[src/rtl/stream_rx_gearbox_if.sv]
// Write-side stream and read-side show-ahead bus of the 256->64 receive gearbox.
interface stream_rx_gearbox_if;
  logic [255:0] fifo_data;
  logic         fifo_write;
  logic         fifo_send;
  logic         fifo_full;
  logic [63:0]  rd_data;
  logic         rd_read;
  logic         rd_empty;
  logic         pkt_done;
  logic         overflow;
  logic [15:0]  word_count;

  modport master (
    output fifo_data, fifo_write, fifo_send, rd_read,
    input  fifo_full, rd_data, rd_empty, pkt_done, overflow, word_count
  );

  modport slave (
    input  fifo_data, fifo_write, fifo_send, rd_read,
    output fifo_full, rd_data, rd_empty, pkt_done, overflow, word_count
  );
endinterface

[src/rtl/stream_rx_gearbox.sv]
// Buffers 256-bit stream entries and emits them as four 64-bit show-ahead words,
// lowest lane first, with packet-end pulse, sticky overflow and consumed-word count.
module stream_rx_gearbox #(
  parameter int unsigned DEPTH = 4
) (
  input  logic                clk_clk,
  input  logic                reset_reset_n,
  stream_rx_gearbox_if.slave  bus
);
  localparam int unsigned PTR_W = (DEPTH > 1) ? $clog2(DEPTH) : 1;
  localparam int unsigned CNT_W = $clog2(DEPTH + 1);
  localparam logic [PTR_W-1:0] PTR_ONE   = PTR_W'(1);
  localparam logic [CNT_W-1:0] CNT_ONE   = CNT_W'(1);
  localparam logic [CNT_W-1:0] CNT_DEPTH = CNT_W'(DEPTH);

  typedef enum logic [1:0] {LANE0, LANE1, LANE2, LANE3} lane_t;

  logic [255:0]     r_mem [DEPTH];
  logic             r_tag [DEPTH];
  logic [PTR_W-1:0] r_wptr;
  logic [PTR_W-1:0] r_rptr;
  logic [CNT_W-1:0] r_count;
  lane_t            r_lane;
  logic             r_full;
  logic             r_empty;
  logic             r_overflow;
  logic             r_pkt_done;
  logic [15:0]      r_word_count;

  logic             w_wr;
  logic             w_rd;
  logic             w_pop;
  logic [CNT_W-1:0] w_count_nxt;

  // Writes and reads are gated by the registered flags, so a pop never frees
  // a slot for a write in the same cycle.
  assign w_wr  = bus.fifo_write && !r_full;
  assign w_rd  = bus.rd_read && !r_empty;
  assign w_pop = w_rd && (r_lane == LANE3);

  always_comb begin
    w_count_nxt = r_count;
    if (w_wr && !w_pop)
      w_count_nxt = r_count + CNT_ONE;
    else if (!w_wr && w_pop)
      w_count_nxt = r_count - CNT_ONE;
  end

  always_ff @(posedge clk_clk) begin
    if (reset_reset_n && w_wr) begin
      r_mem[r_wptr] <= bus.fifo_data;
      r_tag[r_wptr] <= bus.fifo_send;
    end
  end

  always_ff @(posedge clk_clk) begin
    if (!reset_reset_n) begin
      r_wptr       <= '0;
      r_rptr       <= '0;
      r_count      <= '0;
      r_lane       <= LANE0;
      r_full       <= 1'b0;
      r_empty      <= 1'b1;
      r_overflow   <= 1'b0;
      r_pkt_done   <= 1'b0;
      r_word_count <= '0;
    end else begin
      if (w_wr)
        r_wptr <= r_wptr + PTR_ONE;
      if (w_pop)
        r_rptr <= r_rptr + PTR_ONE;
      if (w_rd)
        r_lane <= lane_t'(r_lane + 2'd1);
      if (w_rd)
        r_word_count <= r_word_count + 16'd1;
      r_count    <= w_count_nxt;
      r_full     <= (w_count_nxt == CNT_DEPTH);
      r_empty    <= (w_count_nxt == '0);
      r_overflow <= r_overflow || (bus.fifo_write && r_full);
      r_pkt_done <= w_pop && r_tag[r_rptr];
    end
  end

  assign bus.rd_data    = r_mem[r_rptr][{r_lane, 6'd0} +: 64];
  assign bus.fifo_full  = r_full;
  assign bus.rd_empty   = r_empty;
  assign bus.overflow   = r_overflow;
  assign bus.pkt_done   = r_pkt_done;
  assign bus.word_count = r_word_count;
endmodule
[src/flat_wrapper.sv]
// flat-port wrapper written by rule: the top's interface ports become plain ports
module stream_rx_gearbox_flat 
#(
  parameter int unsigned DEPTH = 4
)
  (clk_clk, reset_reset_n, bus_fifo_data, bus_fifo_write, bus_fifo_send, bus_rd_read, bus_fifo_full, bus_rd_data, bus_rd_empty, bus_pkt_done, bus_overflow, bus_word_count);
  stream_rx_gearbox_if bus_i ();
  input  logic clk_clk;
  input  logic reset_reset_n;
  input wire logic [$bits(bus_i.fifo_data)-1:0] bus_fifo_data;
  input wire logic [$bits(bus_i.fifo_write)-1:0] bus_fifo_write;
  input wire logic [$bits(bus_i.fifo_send)-1:0] bus_fifo_send;
  input wire logic [$bits(bus_i.rd_read)-1:0] bus_rd_read;
  output wire logic [$bits(bus_i.fifo_full)-1:0] bus_fifo_full;
  output wire logic [$bits(bus_i.rd_data)-1:0] bus_rd_data;
  output wire logic [$bits(bus_i.rd_empty)-1:0] bus_rd_empty;
  output wire logic [$bits(bus_i.pkt_done)-1:0] bus_pkt_done;
  output wire logic [$bits(bus_i.overflow)-1:0] bus_overflow;
  output wire logic [$bits(bus_i.word_count)-1:0] bus_word_count;
  assign bus_i.fifo_data = bus_fifo_data;
  assign bus_i.fifo_write = bus_fifo_write;
  assign bus_i.fifo_send = bus_fifo_send;
  assign bus_i.rd_read = bus_rd_read;
  assign bus_fifo_full = bus_i.fifo_full;
  assign bus_rd_data = bus_i.rd_data;
  assign bus_rd_empty = bus_i.rd_empty;
  assign bus_pkt_done = bus_i.pkt_done;
  assign bus_overflow = bus_i.overflow;
  assign bus_word_count = bus_i.word_count;
  stream_rx_gearbox #(.DEPTH(DEPTH)) u_core (.clk_clk(clk_clk), .reset_reset_n(reset_reset_n), .bus(bus_i));
endmodule
[config.mk]
export PLATFORM = sky130hd
export DESIGN_NAME = stream_rx_gearbox_flat
export DESIGN_NICKNAME = d
export VERILOG_FILES = /design/src/rtl/stream_rx_gearbox_if.sv /design/src/rtl/stream_rx_gearbox.sv /design/src/flat_wrapper.sv
export SDC_FILE = /design/constraint.sdc
export NUM_CORES = 1
export LEC_CHECK = 0
export CAP_MARGIN = 25
export CELL_PAD_IN_SITES_DETAIL_PLACEMENT = 0
export CELL_PAD_IN_SITES_GLOBAL_PLACEMENT = 1
export CORE_MARGIN = 5
export CORE_UTILIZATION = 50
export DETAILED_ROUTE_END_ITERATION = 10
export GPL_TIMING_DRIVEN = 0
export PLACE_DENSITY = 0.87
export SYNTH_ARGS = -nofsm -noshare
export SYNTH_HDL_FRONTEND = slang
export SYNTH_SLANG_ARGS = --single-unit
export TNS_END_PERCENT = 50
[constraint.sdc]
create_clock -name clk_clk -period 10.8 [get_ports clk_clk]
set_clock_uncertainty 0.1 [all_clocks]
set_input_delay 1.62 -clock clk_clk [delete_from_list [all_inputs] [get_ports clk_clk]]
set_output_delay 1.62 -clock clk_clk [all_outputs]
set_load 0.01 [all_outputs]
==> flow_summary_export.csv <==
group,metric,value,unit
run_status,run_status,"finished, final reports clean",
sta,unrepaired_setup_endpoints_after_global_routing,"no",
sta,final.period_utilization,0.516,
cells_and_area,net_count_of_the_finished_layout,2468,
clocking,postCtsHoldBufs,0,
cells_and_area,areaGrowthSynthToFinish,22.1,%
clocking,cts_num_sinks,1059,
grt,first_pass_grt_wire_length,136000,um
power_and_ir_drop,peak_vdd_ir,144,uV
clocking,tritoncts,"built",
sta,report.final.hold_viol_count,0,
sta,period_needed,5.57,ns
route,first_pass_iters,6,
worst_setup_path,worstPathMaxFanout,10,
min_path,hold_class,"reg2reg",
logic_synthesis,yosysSeqAreaShare,0.793,
logic_synthesis,postSynthNetCount,1993,
sta,final-max-slew-violation-count,0,
grt,grt_pass1_vias,20828,
power_and_ir_drop,total_power,0.00872,W
logic_synthesis,yosysUniqueCellTypes,42,
logic_synthesis,area_share_of_the_largest_cell_type_after_synthesis,0.777,
worst_setup_path,end_kind,"output pin",
logic_synthesis,synth.ff_latch_count,1059,
min_path,worstHoldPathCells,2,
clocking,clk_transition_reported_paths,0.06,ns
power_and_ir_drop,power.net_switching,0.00179,W
grt,grt_use_total,0.214,
clocking,clock_tree.buffer_depth,3,
clocking,cts_inserted_buffers,106,
floorplan,io_pins,345,
flow_run,maxCapViolCount,0,
worst_setup_path,data_arrival_critical_path,3.85,ns
logic_synthesis,netlist_area,39700,sq um
sta,worst_pin_slew,0.963,ns
power_and_ir_drop,pwr-share-clk,0.409,
floorplan,chipWidth,292,um
placed_design,gp_congestion,0.751,
route,route.vias.total,19629,
sta,timing.setup.tns,0,ns
route,routed_wl,92300,um
sta,setup_viol,0,
sta,relSlewSlack,0.358,
power_and_ir_drop,share_comb_of_total_power,0.057,
sta,fin_ws,5.23,ns
logic_synthesis,yosys-top-cells-area,"sky130_fd_sc_hd__edfxtp_1, sky130_fd_sc_hd__mux4_2, sky130_fd_sc_hd__a22oi_1",
power_and_ir_drop,power_report.internal_total,0.00693,W
worst_setup_path,reg2reg_setup_slack,7.85,ns
power_and_ir_drop,cellPowerDensity,180,nW/um^2
logic_synthesis,post-synth-top-count-cell,"sky130_fd_sc_hd__edfxtp_1",
route,via_per_inst,5.85,
logic_synthesis,synth_area_per_cell,23.0,sq um
logic_synthesis,postSynthCellCount,1724,
grt,grt_max_degree,57,
floorplan,placeableCoreArea,78900,sq um
power_and_ir_drop,power.switching_fraction,0.205,
route,wl_per_cell,27.5,um
worst_setup_path,ff2ff_path_depth,6,
logic_synthesis,yosys_warnings,0,
worst_setup_path,critPathLaunchType,"register",
cells_and_area,stdcell_area,48500,sq um
grt,grt_antenna_before_repair,27,
power_and_ir_drop,cellLeakagePower,15.1,nW
logic_synthesis,synth_largest_area_cell,"sky130_fd_sc_hd__edfxtp_1",
clocking,postCtsSetupRepairBufs,0,
clocking,cts-root-buf,"sky130_fd_sc_hd__clkbuf_16",
route,drt_iter0_drc,1840,
cells_and_area,drive_above_1_share,0.206,
worst_setup_path,required_time_at_the_endpoint_of_the_critical_path,9.08,ns
route,drc_errors,0,
sta,fmax,0.180,GHz
floorplan,fp.dieArea,85200,sq um
logic_synthesis,synth_enable_flop_cells,1028,
power_and_ir_drop,pwr-share-seq,0.534,
placed_design,io_buffers,343,
logic_synthesis,synth_ff_type,"sky130_fd_sc_hd__edfxtp_1",
floorplan,die_height,292,um
logic_synthesis,synth_top_cells_by_count,"sky130_fd_sc_hd__edfxtp_1, sky130_fd_sc_hd__mux4_2, sky130_fd_sc_hd__a22oi_1, sky130_fd_sc_hd__nand2_1, sky130_fd_sc_hd__clkbuf_1",
placed_design,place_hpwl,59600,um
clocking,clkLatencyLatePin,0.65,ns
clocking,cts_htree_levels,3,
floorplan,initial_utilization,0.504,
cells_and_area,final_util,0.615,
logic_synthesis,ys_async_sr_fraction,0,
route,drtAntennaViolNets,0,
placed_design,placed_area,45100,sq um
clocking,ctsResizeCount,0,
worst_setup_path,critical_path_class,"reg2out",
floorplan,rows,103,
placed_design,pre_cts_ws,5.82,ns
grt,grt.overflow.total,0,
-- flip-flops by register name, summed over array words and instances (netlist names), named ones only --
name                   cells
u_core.r_count             3
u_core.bus.word_count     16
u_core.r_rptr              2
u_core.r_mem            1024
u_core.bus.fifo_full       1
u_core.r_tag               4
u_core.r_wptr              2
u_core.bus.rd_empty        1
u_core.bus.pkt_done        1
u_core.bus.overflow        1
u_core.r_lane              2
-- stage by stage --
| step | hold WS [ns] | instances |
|---|---|---|
| 4_1_cts | 0.384 | 3338 |
| 3_5_place_dp | 0.364 | 3141 |
| 3_3_place_gp | 0.355 | 3117 |
| 2_1_floorplan | 0.369 | 1724 |
| 6_report | 0.377 | 3353 |
| 5_1_grt | 0.400 | 3343 |
-- per-layer routing --
metal	global-route usage	wire, um
met1	0.282	35200
met2	0.368	47500
met3	0.0535	7650
met4	0.0500	1800
met5	0	157
-- worst paths after layout --
path,from,end
setup / recovery,register,bus_rd_data[0]
hold reg to reg,u_core.bus.overflow,u_core.bus.overflow
setup reg to reg,u_core.bus.fifo_full,u_core.r_mem[3][246]
hold / removal,u_core.bus.overflow,u_core.bus.overflow
-- logic make-up (layout without fill, tap and decap cells) --
family                   after synthesis  in the layout  share of synthesized area
AO/OA/AOI/OAI                        152            152                     0.0283
XOR/XNOR                              14             14                    0.00309
adder cells (fa/ha/maj)                8              8                    0.00252
buffers and inverters                 97            661                     0.0118
flip-flops                          1059           1059                      0.793
multiplexers                         259            259                      0.146
other                                  0             15                          0
AND/OR/NAND/NOR                      135            135                     0.0155
-- critical path: stages (launching register included) --
cell,delay [ns]
sky130_fd_sc_hd__dfxtp_1,0.34
sky130_fd_sc_hd__buf_2,0.23
sky130_fd_sc_hd__buf_2,0.45
sky130_fd_sc_hd__clkbuf_1,0.77
sky130_fd_sc_hd__mux4_2,0.42
sky130_fd_sc_hd__a22oi_1,0.27
sky130_fd_sc_hd__nand2_1,0.19
sky130_fd_sc_hd__clkdlybuf4s50_1,0.54
-- cells in the final DEF, fill, tap and decap left out, types with 15 or more instances in the layout --
master | synthesis | routed
sky130_fd_sc_hd__clkdlybuf4s50_1 | 0 | 343
sky130_fd_sc_hd__dfxtp_1 | 31 | 31
sky130_fd_sc_hd__mux4_2 | 256 | 256
sky130_fd_sc_hd__diode_2 | 0 | 15
sky130_fd_sc_hd__buf_4 | 19 | 19
sky130_fd_sc_hd__nand2_1 | 76 | 76
sky130_fd_sc_hd__nor2_1 | 20 | 19
sky130_fd_sc_hd__buf_16 | 0 | 17
sky130_fd_sc_hd__a22oi_1 | 128 | 128
sky130_fd_sc_hd__edfxtp_1 | 1028 | 1028
sky130_fd_sc_hd__clkbuf_16 | 0 | 107
sky130_fd_sc_hd__clkbuf_1 | 43 | 70
sky130_fd_sc_hd__clkinv_1 | 1 | 19
sky130_fd_sc_hd__clkinv_2 | 0 | 21
-- power groups by stage --
stage	Combinational (W)	Sequential [W]	Clock, W
after floorplan	0.000186	0.00477	0
after global placement	0.000469	0.00479	0
after detailed placement	0.000503	0.00474	0
after CTS	0.000507	0.00466	0.00363
after global routing	0.000533	0.00466	0.00380
final	0.000501	0.00466	0.00356
-- layout make-up --
type | instances | area [sq um]
Inverter | 6 | 22.5
Clock inverter | 63 | 611
Antenna cell | 15 | 37.5
Sequential cell | 1059 | 31500
Buffer | 91 | 445
Clock buffer | 134 | 2780
Fill cell | 5417 | 30400
Multi-Input combinational cell | 568 | 7780
Tap cell | 1050 | 1310
Timing Repair Buffer | 367 | 4010
(Power assumes the default switching activity.)
